[config.mk]
export PLATFORM = sky130hd
export DESIGN_NAME = lsu_aligned_pipe_flat
export DESIGN_NICKNAME = d
export VERILOG_FILES = /design/src/rtl/lsu_aligned_pipe_if.sv /design/src/rtl/lsu_aligned_pipe.sv /design/src/flat_wrapper.sv
export SDC_FILE = /design/constraint.sdc
export NUM_CORES = 1
export LEC_CHECK = 0
export ABC_CLOCK_PERIOD_IN_PS = 3100
export BUFFER_PORTS_ARGS = -buffer_cell sky130_fd_sc_hd__buf_2
export CAP_MARGIN = 10
export CORE_AREA = 2 2 100 102
export CTS_CLUSTER_SIZE = 30
export DETAILED_ROUTE_END_ITERATION = 8
export DIE_AREA = 0 0 102 104
export PLACE_DENSITY_LB_ADDON = 0.05
export SETUP_SLACK_MARGIN = 0.05
export SYNTH_ARGS = -nofsm -noshare
export SYNTH_HDL_FRONTEND = slang
export SYNTH_SLANG_ARGS = --single-unit
[constraint.sdc]
create_clock -name clk -period 3.1 [get_ports clk]
set_input_delay 0.465 -clock clk [delete_from_list [all_inputs] [get_ports clk]]
set_output_delay 0.465 -clock clk [all_outputs]
set_load 0.05 [all_outputs]
[src/rtl/lsu_aligned_pipe_if.sv]
// Load/store operation encodings and the data-memory bus between the LSU and
// data memory. The LSU drives the request side through the master modport.
// The memory returns read data and ready through the slave modport.
package lsu_pkg;
   typedef enum logic [2:0] {
      LD_LB  = 3'd0,
      LD_LH  = 3'd1,
      LD_LW  = 3'd2,
      LD_LBU = 3'd4,
      LD_LHU = 3'd5
   } load_op_t;

   typedef enum logic [1:0] {
      ST_SB = 2'd0,
      ST_SH = 2'd1,
      ST_SW = 2'd2
   } store_op_t;
endpackage

interface lsu_mem_if;
   logic        d_req;
   logic [31:0] d_addr;
   logic [3:0]  d_we;
   logic [31:0] d_wr_data;
   logic [31:0] d_rd_data;
   logic        d_ready;

   modport master (
      output d_req, d_addr, d_we, d_wr_data,
      input  d_rd_data, d_ready
   );

   modport slave (
      input  d_req, d_addr, d_we, d_wr_data,
      output d_rd_data, d_ready
   );
endinterface

[src/rtl/lsu_aligned_pipe.sv]
// Load/store unit between execute and data memory.
// The unit aligns sub-word accesses to byte lanes and faults on misaligned
// accesses. Loads travel through a fixed-latency pipe that matches the
// memory read latency. Loads still in flight are flagged as load-use hazards
// against the decode-stage sources.
module lsu_aligned_pipe
   import lsu_pkg::*;
#(
   parameter int RD_W        = 4,
   parameter int MEM_LAT     = 1,
   parameter int ALIGN_CHECK = 1
) (
   input  logic            clk,
   input  logic            rst,
   input  logic            lsu_en,
   input  logic [RD_W-1:0] rd,
   input  logic [31:0]     addr,
   input  logic            is_load_op,
   input  logic            is_store_op,
   input  load_op_t        load_op,
   input  store_op_t       store_op,
   input  logic [31:0]     write_data,
   input  logic [RD_W-1:0] rs1,
   input  logic [RD_W-1:0] rs2,
   output logic            ld_hazard,
   output logic            lsu_stall,
   output logic            ld_valid,
   output logic [RD_W-1:0] ld_rd,
   output logic [31:0]     ld_rd_data,
   output logic            ma_fault,
   output logic [31:0]     ma_addr,
   lsu_mem_if.master       mem
);

   localparam int LAST = MEM_LAT - 1;

   // Access size code: 0 = byte, 1 = half, 2 = word (unknown ops behave as word).
   function automatic logic [1:0] ld_size(input load_op_t op);
      case (op)
         LD_LB, LD_LBU: ld_size = 2'd0;
         LD_LH, LD_LHU: ld_size = 2'd1;
         default:       ld_size = 2'd2;
      endcase
   endfunction

   function automatic logic [1:0] st_size(input store_op_t op);
      case (op)
         ST_SB:   st_size = 2'd0;
         ST_SH:   st_size = 2'd1;
         default: st_size = 2'd2;
      endcase
   endfunction

   // Select the addressed lane and sign- or zero-extend it to 32 bits.
   function automatic logic [31:0] extend_lane(input logic [31:0] word,
                                               input logic [1:0]  off,
                                               input load_op_t    op);
      logic [31:0]        lane;
      logic signed [7:0]  sb;
      logic signed [15:0] sh;
      lane = word >> {off, 3'b000};
      sb   = lane[7:0];
      sh   = lane[15:0];
      case (op)
         LD_LB:   extend_lane = 32'(sb);
         LD_LH:   extend_lane = 32'(sh);
         LD_LBU:  extend_lane = {24'd0, lane[7:0]};
         LD_LHU:  extend_lane = {16'd0, lane[15:0]};
         default: extend_lane = lane;
      endcase
   endfunction

   function automatic logic rd_match(input logic [RD_W-1:0] r,
                                     input logic [RD_W-1:0] s1,
                                     input logic [RD_W-1:0] s2);
      rd_match = (r != '0) && ((r == s1) || (r == s2));
   endfunction

   logic [1:0]  sz;
   logic        op_vld, misal, ld_acc, st_acc;
   logic [1:0]  off;
   logic [3:0]  we_mask;

   logic            vld_p [MEM_LAT];
   logic [RD_W-1:0] rd_p  [MEM_LAT];
   load_op_t        op_p  [MEM_LAT];
   logic [1:0]      off_p [MEM_LAT];

   // Request decode: size, misalignment, lane offset and byte-enable mask.
   always_comb begin
      sz      = is_load_op ? ld_size(load_op) : st_size(store_op);
      op_vld  = lsu_en & (is_load_op | is_store_op);
      misal   = 1'b0;
      off     = addr[1:0];
      if (ALIGN_CHECK != 0)
         misal = ((sz == 2'd1) & addr[0]) | ((sz == 2'd2) & (addr[1:0] != 2'b00));
      else if (sz == 2'd2)
         off = 2'b00;
      else if (sz == 2'd1)
         off = {addr[1], 1'b0};
      case (sz)
         2'd0:    we_mask = 4'b0001 << off;
         2'd1:    we_mask = 4'b0011 << off;
         default: we_mask = 4'b1111;
      endcase
   end

   assign mem.d_req     = op_vld & ~misal & ~rst;
   assign mem.d_addr    = {addr[31:2], 2'b00};
   assign lsu_stall     = mem.d_req & ~mem.d_ready;
   assign ld_acc        = mem.d_req & mem.d_ready & is_load_op;
   assign st_acc        = mem.d_req & mem.d_ready & ~is_load_op;
   assign mem.d_we      = st_acc ? we_mask : 4'b0000;
   assign mem.d_wr_data = (sz == 2'd0) ? {4{write_data[7:0]}} :
                          (sz == 2'd1) ? {2{write_data[15:0]}} : write_data;

   // Load pipe valids: stage 0 takes an accepted load; reset drops in-flight loads.
   always_ff @(posedge clk) begin
      if (rst) begin
         for (int i = 0; i < MEM_LAT; i++) vld_p[i] <= 1'b0;
      end else begin
         vld_p[0] <= ld_acc;
         for (int i = 1; i < MEM_LAT; i++) vld_p[i] <= vld_p[i-1];
      end
   end

   // Load pipe payload shifts alongside the valids.
   always_ff @(posedge clk) begin
      rd_p[0]  <= rd;
      op_p[0]  <= load_op;
      off_p[0] <= off;
      for (int i = 1; i < MEM_LAT; i++) begin
         rd_p[i]  <= rd_p[i-1];
         op_p[i]  <= op_p[i-1];
         off_p[i] <= off_p[i-1];
      end
   end

   // Final stage drives writeback; data is zero whenever no load completes.
   assign ld_valid   = vld_p[LAST];
   assign ld_rd      = vld_p[LAST] ? rd_p[LAST] : '0;
   assign ld_rd_data = vld_p[LAST] ? extend_lane(mem.d_rd_data, off_p[LAST], op_p[LAST]) : 32'd0;

   // Hazard: the load accepted now and every non-final in-flight stage.
   always_comb begin
      ld_hazard = ld_acc & rd_match(rd, rs1, rs2);
      for (int i = 0; i < LAST; i++)
         ld_hazard = ld_hazard | (vld_p[i] & rd_match(rd_p[i], rs1, rs2));
   end

   // Misalignment fault pulses one cycle after the offending op.
   always_ff @(posedge clk) begin
      if (rst) begin
         ma_fault <= 1'b0;
         ma_addr  <= 32'd0;
      end else begin
         ma_fault <= op_vld & misal;
         if (op_vld & misal) ma_addr <= addr;
      end
   end

endmodule

[src/flat_wrapper.sv]
// flat-port wrapper written by rule: the top's interface ports become plain ports
module lsu_aligned_pipe_flat import lsu_pkg::*;
#(
   parameter int RD_W        = 4,
   parameter int MEM_LAT     = 1,
   parameter int ALIGN_CHECK = 1
)
  (clk, rst, lsu_en, rd, addr, is_load_op, is_store_op, load_op, store_op, write_data, rs1, rs2, ld_hazard, lsu_stall, ld_valid, ld_rd, ld_rd_data, ma_fault, ma_addr, mem_d_req, mem_d_addr, mem_d_we, mem_d_wr_data, mem_d_rd_data, mem_d_ready);
  lsu_mem_if mem_i ();
  input  logic clk;
  input  logic rst;
  input  logic lsu_en;
  input  logic [RD_W-1:0] rd;
  input  logic [31:0] addr;
  input  logic is_load_op;
  input  logic is_store_op;
  input  load_op_t load_op;
  input  store_op_t store_op;
  input  logic [31:0] write_data;
  input  logic [RD_W-1:0] rs1;
  input  logic [RD_W-1:0] rs2;
  output logic ld_hazard;
  output logic lsu_stall;
  output logic ld_valid;
  output logic [RD_W-1:0] ld_rd;
  output logic [31:0] ld_rd_data;
  output logic ma_fault;
  output logic [31:0] ma_addr;
  output wire logic [$bits(mem_i.d_req)-1:0] mem_d_req;
  output wire logic [$bits(mem_i.d_addr)-1:0] mem_d_addr;
  output wire logic [$bits(mem_i.d_we)-1:0] mem_d_we;
  output wire logic [$bits(mem_i.d_wr_data)-1:0] mem_d_wr_data;
  input wire logic [$bits(mem_i.d_rd_data)-1:0] mem_d_rd_data;
  input wire logic [$bits(mem_i.d_ready)-1:0] mem_d_ready;
  assign mem_d_req = mem_i.d_req;
  assign mem_d_addr = mem_i.d_addr;
  assign mem_d_we = mem_i.d_we;
  assign mem_d_wr_data = mem_i.d_wr_data;
  assign mem_i.d_rd_data = mem_d_rd_data;
  assign mem_i.d_ready = mem_d_ready;
  lsu_aligned_pipe #(.RD_W(RD_W), .MEM_LAT(MEM_LAT), .ALIGN_CHECK(ALIGN_CHECK)) u_core (.clk(clk), .rst(rst), .lsu_en(lsu_en), .rd(rd), .addr(addr), .is_load_op(is_load_op), .is_store_op(is_store_op), .load_op(load_op), .store_op(store_op), .write_data(write_data), .rs1(rs1), .rs2(rs2), .ld_hazard(ld_hazard), .lsu_stall(lsu_stall), .ld_valid(ld_valid), .ld_rd(ld_rd), .ld_rd_data(ld_rd_data), .ma_fault(ma_fault), .ma_addr(ma_addr), .mem(mem_i));
endmodule
==> Word level (Yosys, flattened, before mapping) <==
Memories as Yosys holds them, arrays and structs flattened.
Index checks and enable logic that the tools add are counted.
{ "word_totals": {"register_bits": 33, "ram_bits": 10, "out_inout_bits": 141, "wordCells": 63, "memories": 4} }
{ "mem_list": {"columns": ["name", "depth", "word_bits", "read_ports", "rd_ports_with_merged_regs", "write_ports", "line_no", "rtl"], "rows": [
  ["u_core.rd_p", 1, 4, 1, 0, 1, "lsu_aligned_pipe.sv:85", "logic [RD_W-1:0] rd_p [MEM_LAT];"],
  ["u_core.op_p", 1, 3, 1, 0, 1, "lsu_aligned_pipe.sv:86", "load_op_t op_p [MEM_LAT];"],
  ["u_core.off_p", 1, 2, 1, 0, 1, "lsu_aligned_pipe.sv:87", "logic [1:0] off_p [MEM_LAT];"],
  ["u_core.vld_p", 1, 1, 1, 0, 1, "lsu_aligned_pipe.sv:84", "logic vld_p [MEM_LAT];"]
]} }
{ "classes": {"eq_ne": 11, "shift": 3, "muxes": 15, "n_bitwise": 17, "reduce_logical": 11} }
{ "op_table": {"columns": ["op", "count"], "rows": [
  ["one-hot mux 32 bit (4 select lines)", 1],
  ["2-to-1 mux 32 bit", 3],
  ["right shift 32 x 5 -> 32 bit", 1],
  ["equality test 3 bit, second input constant", 4],
  ["bitwise AND 1 bit", 11],
  ["equality test 4 bit", 2],
  ["2-to-1 mux 4 bit", 2],
  ["one-hot mux 2 bit (2 select lines)", 2],
  ["one-hot mux 4 bit (2 select lines)", 1],
  ["equality test 3 x 1 -> 1 bit, second input constant", 2],
  ["zero test 3 bit", 2],
  ["2-to-1 mux 1 bit", 5],
  ["equality test 2 x 1 -> 1 bit, second input constant", 2],
  ["zero test 2 bit", 2],
  ["NOT 1 bit", 4],
  ["nonzero test 4 bit", 1],
  ["OR reduction 2 bit", 2],
  ["left shift 1 x 2 -> 4 bit, first input constant", 1],
  ["left shift 2 x 2 -> 4 bit, first input constant", 1],
  ["equality test 2 bit, second input constant", 1],
  ["2-to-1 mux 2 bit", 1],
  ["bitwise OR 1 bit", 2],
  ["nonzero test 2 bit", 1],
  ["logical AND 1 bit", 1],
  ["other kinds (2)", 2]
]} }

==> Depth between registers and ports, before layout <==
Gate-level depths: netlist (run 1).
{ "depth": {"ltp_word": 13, "ltp_mapped": 7, "depth_no_buf": 4} }

==> Worst setup path after synthesis (run 1) <==
Ideal clock, no wire load.
{ "synth_timing": {"path_type": "input -> output", "startpoint": "input is_load_op", "endpoint": "output ld_hazard", "t_arrival_ps": 2919, "required_time_ps": 2635, "setup_slack_ps": -284, "stages": 6, "path_buffers": 2, "path_cell_list": "buf_4 -> mux2i_1 -> o211a_1 -> buf_2 -> nand2_1 -> nor4_1"} }
{ "synth_between": {"elab_chain_cells": 10, "word_cells_on_any_way": 14} }
{ "synth_lines": {"columns": ["element", "line_no", "rtl"], "rows": [
  ["start: declaration", "flat_wrapper.sv:15", "input logic is_load_op;"],
  ["2-to-1 mux 2 bit", "lsu_aligned_pipe.sv:91", "sz = is_load_op ? ld_size(load_op) : st_size(store_op);"],
  ["equality test 2 x 1 -> 1 bit / equality test 2 bit (equally long branches)", "lsu_aligned_pipe.sv:96", "misal = ((sz == 2'd1) & addr[0]) | ((sz == 2'd2) & (addr[1:0] != 2'b00));"],
  ["bitwise AND 1 bit", "lsu_aligned_pipe.sv:96", null],
  ["bitwise OR 1 bit", "lsu_aligned_pipe.sv:96", null],
  ["NOT 1 bit", "lsu_aligned_pipe.sv:108", "assign mem.d_req = op_vld & ~misal & ~rst;"],
  ["bitwise AND 1 bit (2 in a row)", "lsu_aligned_pipe.sv:108", null],
  ["bitwise AND 1 bit", "lsu_aligned_pipe.sv:111", "assign ld_acc = mem.d_req & mem.d_ready & is_load_op;"],
  ["bitwise AND 1 bit (*)", "lsu_aligned_pipe.sv:111", null],
  ["bitwise AND 1 bit (*)", "lsu_aligned_pipe.sv:146", "ld_hazard = ld_acc & rd_match(rd, rs1, rs2);"],
  ["end: declaration", "flat_wrapper.sv:22", "output logic ld_hazard;"]
]} }
Mark *: on every way between the ends. The rest lies on a longest branch, timed or not.

==> Worst setup path in the final report (run 1) <==
{ "layout_timing": {"startpoint": "memory u_core.off_p[0][0]", "endpoint": "output ld_rd_data[21]"} }
{ "layout_between": {"elab_chain_cells": 4} }
{ "layout_lines": {"columns": ["element", "line_no", "rtl"], "rows": [
  ["start: declaration", "lsu_aligned_pipe.sv:87", null],
  ["memory (1 x 2 bit)", null, null],
  ["right shift 32 x 5 -> 32 bit", "lsu_aligned_pipe.sv:61", "lane = word >> {off, 3'b000};"],
  ["one-hot mux 32 bit (4 select lines)", "lsu_aligned_pipe.sv:64", "case (op)"],
  ["2-to-1 mux 32 bit", "lsu_aligned_pipe.sv:142", "assign ld_rd_data = vld_p[LAST] ? extend_lane(mem.d_rd_data, off_p[LAST], op_p[LAST]) : 32'd0;"],
  ["end: declaration", "flat_wrapper.sv:26", "output logic [31:0] ld_rd_data;"]
]} }
Every way passes these cells.

==> results of run 1 <==
-- where the power goes --
part           switching (W)  internal [W]
clock network       0.000195      0.000158
logic               0.000508      0.000218
registers          0.0000116      0.000579
total               0.000714      0.000955
-- Yosys cell counts --
master / n / area (sq um)
or3_1: 1 / 6.26
mux2_1: 2 / 22.5
mux2i_1: 16 / 160
a221o_1: 8 / 80.1
nor3_1: 1 / 5.00
nand3b_1: 2 / 15.0
o21bai_1: 1 / 7.51
nor2b_1: 13 / 81.3
nor4_1: 3 / 18.8
nand2_1: 27 / 101
buf_1: 2 / 7.51
o211ai_1: 1 / 7.51
dfxtp_1: 43 / 861
mux4_2: 1 / 22.5
a41oi_1: 1 / 8.76
a21o_1: 1 / 7.51
and2_1: 10 / 62.6
buf_2: 6 / 30.0
buf_6: 2 / 22.5
xor2_1: 4 / 35.0
o21ai_0: 45 / 225
a21oi_1: 34 / 170
or2_2: 1 / 6.26
o211a_1: 8 / 80.1
o21ai_1: 4 / 20.0
o22ai_1: 1 / 6.26
nand3_2: 1 / 10.0
buf_4: 42 / 315
mux2_2: 24 / 270
conb_1: 1 / 3.75
clkbuf_1: 23 / 86.3
a21boi_1: 8 / 60.1
nand4bb_1: 1 / 11.3
xnor2_1: 4 / 35.0
nor2_1: 13 / 48.8
a31oi_1: 1 / 6.26
nand4b_1: 2 / 17.5
or3b_1: 32 / 280
inv_1: 2 / 7.51
nand2b_1: 3 / 18.8
-- logic make-up (layout without fill, tap and decap cells) --
family,Yosys count,in the layout,share of synthesized area
simple gates,110,110,0.211
other cells,1,2,0.00116
mux,43,43,0.147
buf+inv,77,278,0.145
flops,43,43,0.266
xor+xnor,8,8,0.0216
compound gates,113,113,0.210
-- registers in the layout (all words and copies together) (netlist names) --
signal and count:
u_core.op_p 3, u_core.ma_addr 32, u_core.off_p 2, u_core.rd_p 4, u_core.vld_p 1, u_core.ma_fault 1
-- per-layer routing --
metal  up-vias  GRT usage  part of all wire
met5         -          0                 0
met4         0     0.0410             0.010
met3         8     0.0457             0.082
met2       162      0.344              0.49
met1      1577      0.229              0.41
li1       1765          -                 -
-- final cells by class --
cell class | count | area share
inverters | 2 | 0.00170
clock buffers | 6 | 0.0164
repair buffers | 268 | 0.309
well taps | 133 | 0.0376
clock inverters | 2 | 0.00283
flip-flops and latches | 43 | 0.195
multi-input cells | 276 | 0.438
-- critical path: cells and delay by family (launching register included) --
kind	cells	cell delay, ns
AO/OA/AOI/OAI	1	0.14
buffers and inverters	1	0.23
flip-flops	1	0.44
multiplexers	2	0.86
AND/OR/NAND/NOR	1	0.25
-- cells in the final DEF, fill, tap and decap left out, drive strengths merged --
| cell type | netlist | layout |
|---|---|---|
| nand4bb | 1 | 1 |
| nand3 | 1 | 1 |
| nor2b | 13 | 13 |
| mux2 | 26 | 26 |
| buf | 52 | 268 |
| clkinvlp | 0 | 1 |
| or2 | 1 | 1 |
| nor4 | 3 | 3 |
| dfxtp | 43 | 43 |
| a31oi | 1 | 1 |
| o22ai | 1 | 1 |
| a221o | 8 | 8 |
| or3b | 32 | 32 |
| a21boi | 8 | 8 |
| inv | 2 | 2 |
| xor2 | 4 | 4 |
| o211ai | 1 | 1 |
| a41oi | 1 | 1 |
| mux4 | 1 | 1 |
| nand2b | 3 | 3 |
| xnor2 | 4 | 4 |
| nor3 | 1 | 1 |
| o21bai | 1 | 1 |
| nand4b | 2 | 2 |
| clkinv | 0 | 1 |
| a21oi | 34 | 34 |
| o211a | 8 | 8 |
| or3 | 1 | 1 |
| nand2 | 27 | 27 |
| conb | 1 | 2 |
| nor2 | 13 | 13 |
| mux2i | 16 | 16 |
| and2 | 10 | 10 |
| o21ai | 49 | 49 |
| nand3b | 2 | 2 |
| clkbuf | 23 | 6 |
| a21o | 1 | 1 |
-- final timing paths --
check	to	from	cells after the start
hold reg to reg	u_core.ma_addr[21]	u_core.ma_addr[21]	2
hold / removal	u_core.op_p[0][2]	load_op[2]	1
setup / recovery	ld_rd_data[21]	u_core.off_p[0][0]	5
setup reg to reg	u_core.ma_addr[26]	u_core.ma_addr[26]	2
-- metrics by stage --
stage / total power [W] / area, sq um / worst slack (ns)
detailed placement: 0.00133 / 4340 / 0.624
floorplan: 0.00116 / 3250 / 0.282
global route: 0.00176 / 4430 / 0.273
CTS: 0.00169 / 4430 / 0.399
global placement: 0.00133 / 4340 / 0.690
finish: 0.00167 / 4430 / 0.415
==> impl_metrics.tcl, run 1 <==
set metrics [dict create \
    ys_types 40 \
    layout_min_cycle_time_ns 2.68 \
    via_per_inst 4.81 \
    setup_viol 0 \
    die-width_um 102 \
    dp_hpwl_um 8350 \
    detail-route-antenna-nets 0 \
    hold_class "input port to register" \
    ff_latch_area_sq_um 861 \
    antenna_found_initial 0 \
    ys_ff_latch 43 \
    slowest_delay_ns 0.47 \
    track_usage 0.192 \
    vias 3512 \
    hold_violations 0 \
    fin_worst_skew_ns 0 \
    cts.sinks 43 \
    port_buffers 257 \
    arrival_ns 2.22 \
    cts_resized 0 \
    tns_ns 0 \
    worstPathMaxFanout 16 \
    synth-seq-area-share 0.266 \
    start_kind "register" \
    overflow 0 \
    cp_data_required_time_ns 2.63 \
    layout.cells.non_filler 730 \
    status "finished, final reports clean" \
    end_kind "output port" \
    wl_per_cell_um 14.7 \
    area_growth_pct 36.5 \
    slew_headroom 0.658 \
    final.period_utilization 0.866 \
    drc_errors 0 \
    tightest_slew_ns 0.512 \
    synth.cell_area_sq_um 3240 \
    dpl.cell_count 722 \
    cts_tree "yes" \
    postSynthCellCount 395 \
    grt_pass1_vias 3304 \
    reg2reg_slack_ns 2.45 \
    antenna_cells 0 \
    multi_input_area_sq_um 1940 \
    post_cts_buffers 0 \
    drt_iter0_markers 114 \
    drive_gt1_frac 0.511 \
    firstDrtPassIters 4 \
    cellLeakagePower_nw 2.33 \
    h-tree-depth 2 \
    clk_pin_slew_worst_paths_ns 0.08 \
    slowest_stage "mux4_2" \
    die_area_sq_um 10600 \
    final_util 0.463 \
    p_per_area_nw_per_um2 377 \
    ctsRootBufferMaster "clkbuf_8" \
    coreArea_sq_um 9550 \
    grt_first_pass_wirelength_um 16500 \
    post_cts_hold_buffer_count 0 \
    fillers 1017 \
    yosysWarnings 0 \
    die_h_um 104 \
    slew_violations 0 \
    rows 36 \
    synth.avg_cell_area_sq_um 8.21 \
    hold_slack_ns 0.277 \
    nets 715 \
    max_cap_violations 0 \
    io_pins 260 \
    gp_congestion 0.836 \
    fmax_ghz 0.372 \
    rsz0062_at_grt "false" \
    grt_max_degree 66 \
    clk_path_buf_depth 2 \
    crit_chain "mux2_1, mux4_2, nand3_2, o21ai_0, buf_2" \
    cts_buffers 5 \
    start_util 0.339 \
    ir_drop_mv 0.215 \
    clock_latency_ns 0.29 \
    worstSetupPathType "register to output port" \
    wl_um 10700 \
]
(Power assumes the default switching activity.)
==> run 2: changes to the inputs <==
--- a/config.mk
+++ b/config.mk
@@ -8,10 +8,11 @@
 export ABC_CLOCK_PERIOD_IN_PS = 3100
 export BUFFER_PORTS_ARGS = -buffer_cell sky130_fd_sc_hd__buf_2
 export CAP_MARGIN = 10
-export CORE_AREA = 2 2 100 102
+export CELL_PAD_IN_SITES_DETAIL_PLACEMENT = 2
+export CELL_PAD_IN_SITES_GLOBAL_PLACEMENT = 2
+export CORE_UTILIZATION = 21
 export CTS_CLUSTER_SIZE = 30
 export DETAILED_ROUTE_END_ITERATION = 8
-export DIE_AREA = 0 0 102 104
 export PLACE_DENSITY_LB_ADDON = 0.05
 export SETUP_SLACK_MARGIN = 0.05
 export SYNTH_ARGS = -nofsm -noshare
==> run 2 against run 1 <==
  * Sequential cell count unchanged
  * Count of clock-buffer cells in the layout unchanged
  * Wire length increased by 23%
  * Critical path depth increased by 1
  * Final cell count increased by 7.4%
  * Highest routed layer unchanged
==> impl_metrics.tcl, run 2 (synthesis gave the netlist of run 1 again) <==
set metrics [dict create \
    fillers 1801 \
    cts_tree "yes" \
    gp_congestion 0.720 \
    rows 45 \
    via_per_inst 4.70 \
    met1Wirelength_um 5740 \
    whs_path_depth 1 \
    final_util 0.300 \
    area_growth_pct 40.1 \
    rsz0062_at_grt "false" \
    clk_pin_slew_worst_paths_ns 0.06 \
    worstSetupPathType "register to output port" \
    p_per_area_nw_per_um2 408 \
    dp_hpwl_um 10500 \
    clock_latency_ns 0.28 \
    status "finished, final reports clean" \
    die_area_sq_um 15900 \
    start_util 0.214 \
    drt_iter0_markers 99 \
    antenna_found_initial 0 \
    slew_violations 0 \
    largest_reg_flops 32 \
    tns_ns 0 \
    grt_first_pass_wirelength_um 20500 \
    slowest_stage "mux4_2" \
    top_layer "met4" \
    grt_max_degree 66 \
    worstPathMaxFanout 25 \
    vias 3684 \
    final.period_utilization 0.899 \
    post_cts_hold_buffer_count 0 \
    firstDrtPassIters 4 \
    track_usage 0.163 \
    final_common_cell "buf_2" \
    cellLeakagePower_nw 2.35 \
    hold_end "u_core.op_p[0][2]" \
    port_buffers 257 \
    cts.sinks 43 \
    overflow 0 \
    cts_resized 0 \
    final_cell_mix "buf_2, o21ai_0, dfxtp_1" \
    fmax_ghz 0.359 \
    wl_per_cell_um 16.9 \
    reg2reg_depth 2 \
    tightest_slew_ns 0.568 \
    cp_data_required_time_ns 2.63 \
    ir_drop_mv 0.179 \
    die_h_um 126 \
    drive_gt1_frac 0.510 \
    dr_wl_met3_um 994 \
    cts_buffers 5 \
    route.met2.wl_um 6420 \
    h-tree-depth 2 \
    fin_worst_skew_ns 0 \
    slew_headroom 0.620 \
    crit_chain "buf_4, nor2b_1, mux4_2, nand3_2, o21ai_0, buf_2" \
    post_cts_buffers 0 \
    arrival_ns 2.32 \
    max_cap_violations 0 \
    ctsRootBufferMaster "clkbuf_16" \
    clk_path_buf_depth 2 \
    regMostFlops "u_core.ma_addr" \
    detail-route-antenna-nets 0 \
    hold_path.startpoint "load_op[2]" \
    coreArea_sq_um 15100 \
    end_kind "output port" \
    slowest_delay_ns 0.49 \
    die-width_um 126 \
    hold_class "input port to register" \
    setup_viol 0 \
    timing.rr.end "u_core.ma_addr[23]" \
    wl_um 13200 \
    reg.largest.list "u_core.ma_addr x32, u_core.rd_p x4, u_core.op_p x3" \
    rr_startpoint "u_core.ma_addr[23]" \
    grt_pass1_vias 3901 \
    antenna_cells 0 \
    io_pins 260 \
    nets 714 \
    hold_violations 0 \
    start_kind "register" \
    reg2reg_slack_ns 2.45 \
    layout_min_cycle_time_ns 2.79 \
    drc_errors 0 \
]
[run 2: cell count changes in the layout (fill, tap and decap cells not counted)]
cell / before / now
clkbuf_8: 5 / 0
buf_4: 11 / 10
clkbuf_16: 0 / 5
[run 2: through the flow]
stage               total power (W)  hold WS [ns]  worst slack, ns  cells  area (sq um)
floorplan                   0.00116         0.493            0.282    396          3250
global placement            0.00135         0.458            0.532    776          4400
detailed placement          0.00136         0.470            0.452    776          4400
CTS                         0.00189         0.280            0.309    784          4540
global route                0.00196         0.272            0.145    784          4540
finish                      0.00185         0.286            0.314    784          4540
[run 2: power breakdown]
part	internal [W]	switching [W]
sequential	0.000580	0.0000123
clock	0.000298	0.000220
combinational	0.000218	0.000525
total	0.00110	0.000757
[run 2: how the worst max path moves through the flow]
stage	from	to	slack (ns)	cells past startpoint
6_report	u_core.off_p[0][0]	ld_rd_data[21]	0.31	6
5_1_grt	u_core.off_p[0][0]	ld_rd_data[21]	0.15	6
4_1_cts	u_core.off_p[0][0]	ld_rd_data[21]	0.31	6
3_5_place_dp	is_load_op	ld_hazard	0.45	7
3_3_place_gp	is_load_op	ld_hazard	0.53	7
2_1_floorplan	is_load_op	ld_hazard	0.28	6
[run 2: layout make-up]
class | count | area [sq um] | area share
clock buffer | 6 | 129 | 0.0284
tap | 188 | 235 | 0.0518
sequential | 43 | 861 | 0.189
multi-input combinational | 276 | 1940 | 0.426
clock inverter | 2 | 12.5 | 0.00275
timing repair buffer | 267 | 1360 | 0.300
inverter | 2 | 7.51 | 0.00165
[run 2: worst max-delay path, delay by kind of cell, from the launching register on]
kind	cells	cell delay [ns]
multiplexers	1	0.49
AND/OR/NAND/NOR	2	0.37
buffers and inverters	2	0.61
AO/OA/AOI/OAI	1	0.17
flip-flops	1	0.40
[run 2: routing by layer]
layer,vias up,track usage
met5,-,0
li1,1763,-
met3,4,0.0472
met4,0,0.0276
met2,163,0.291
met1,1754,0.194
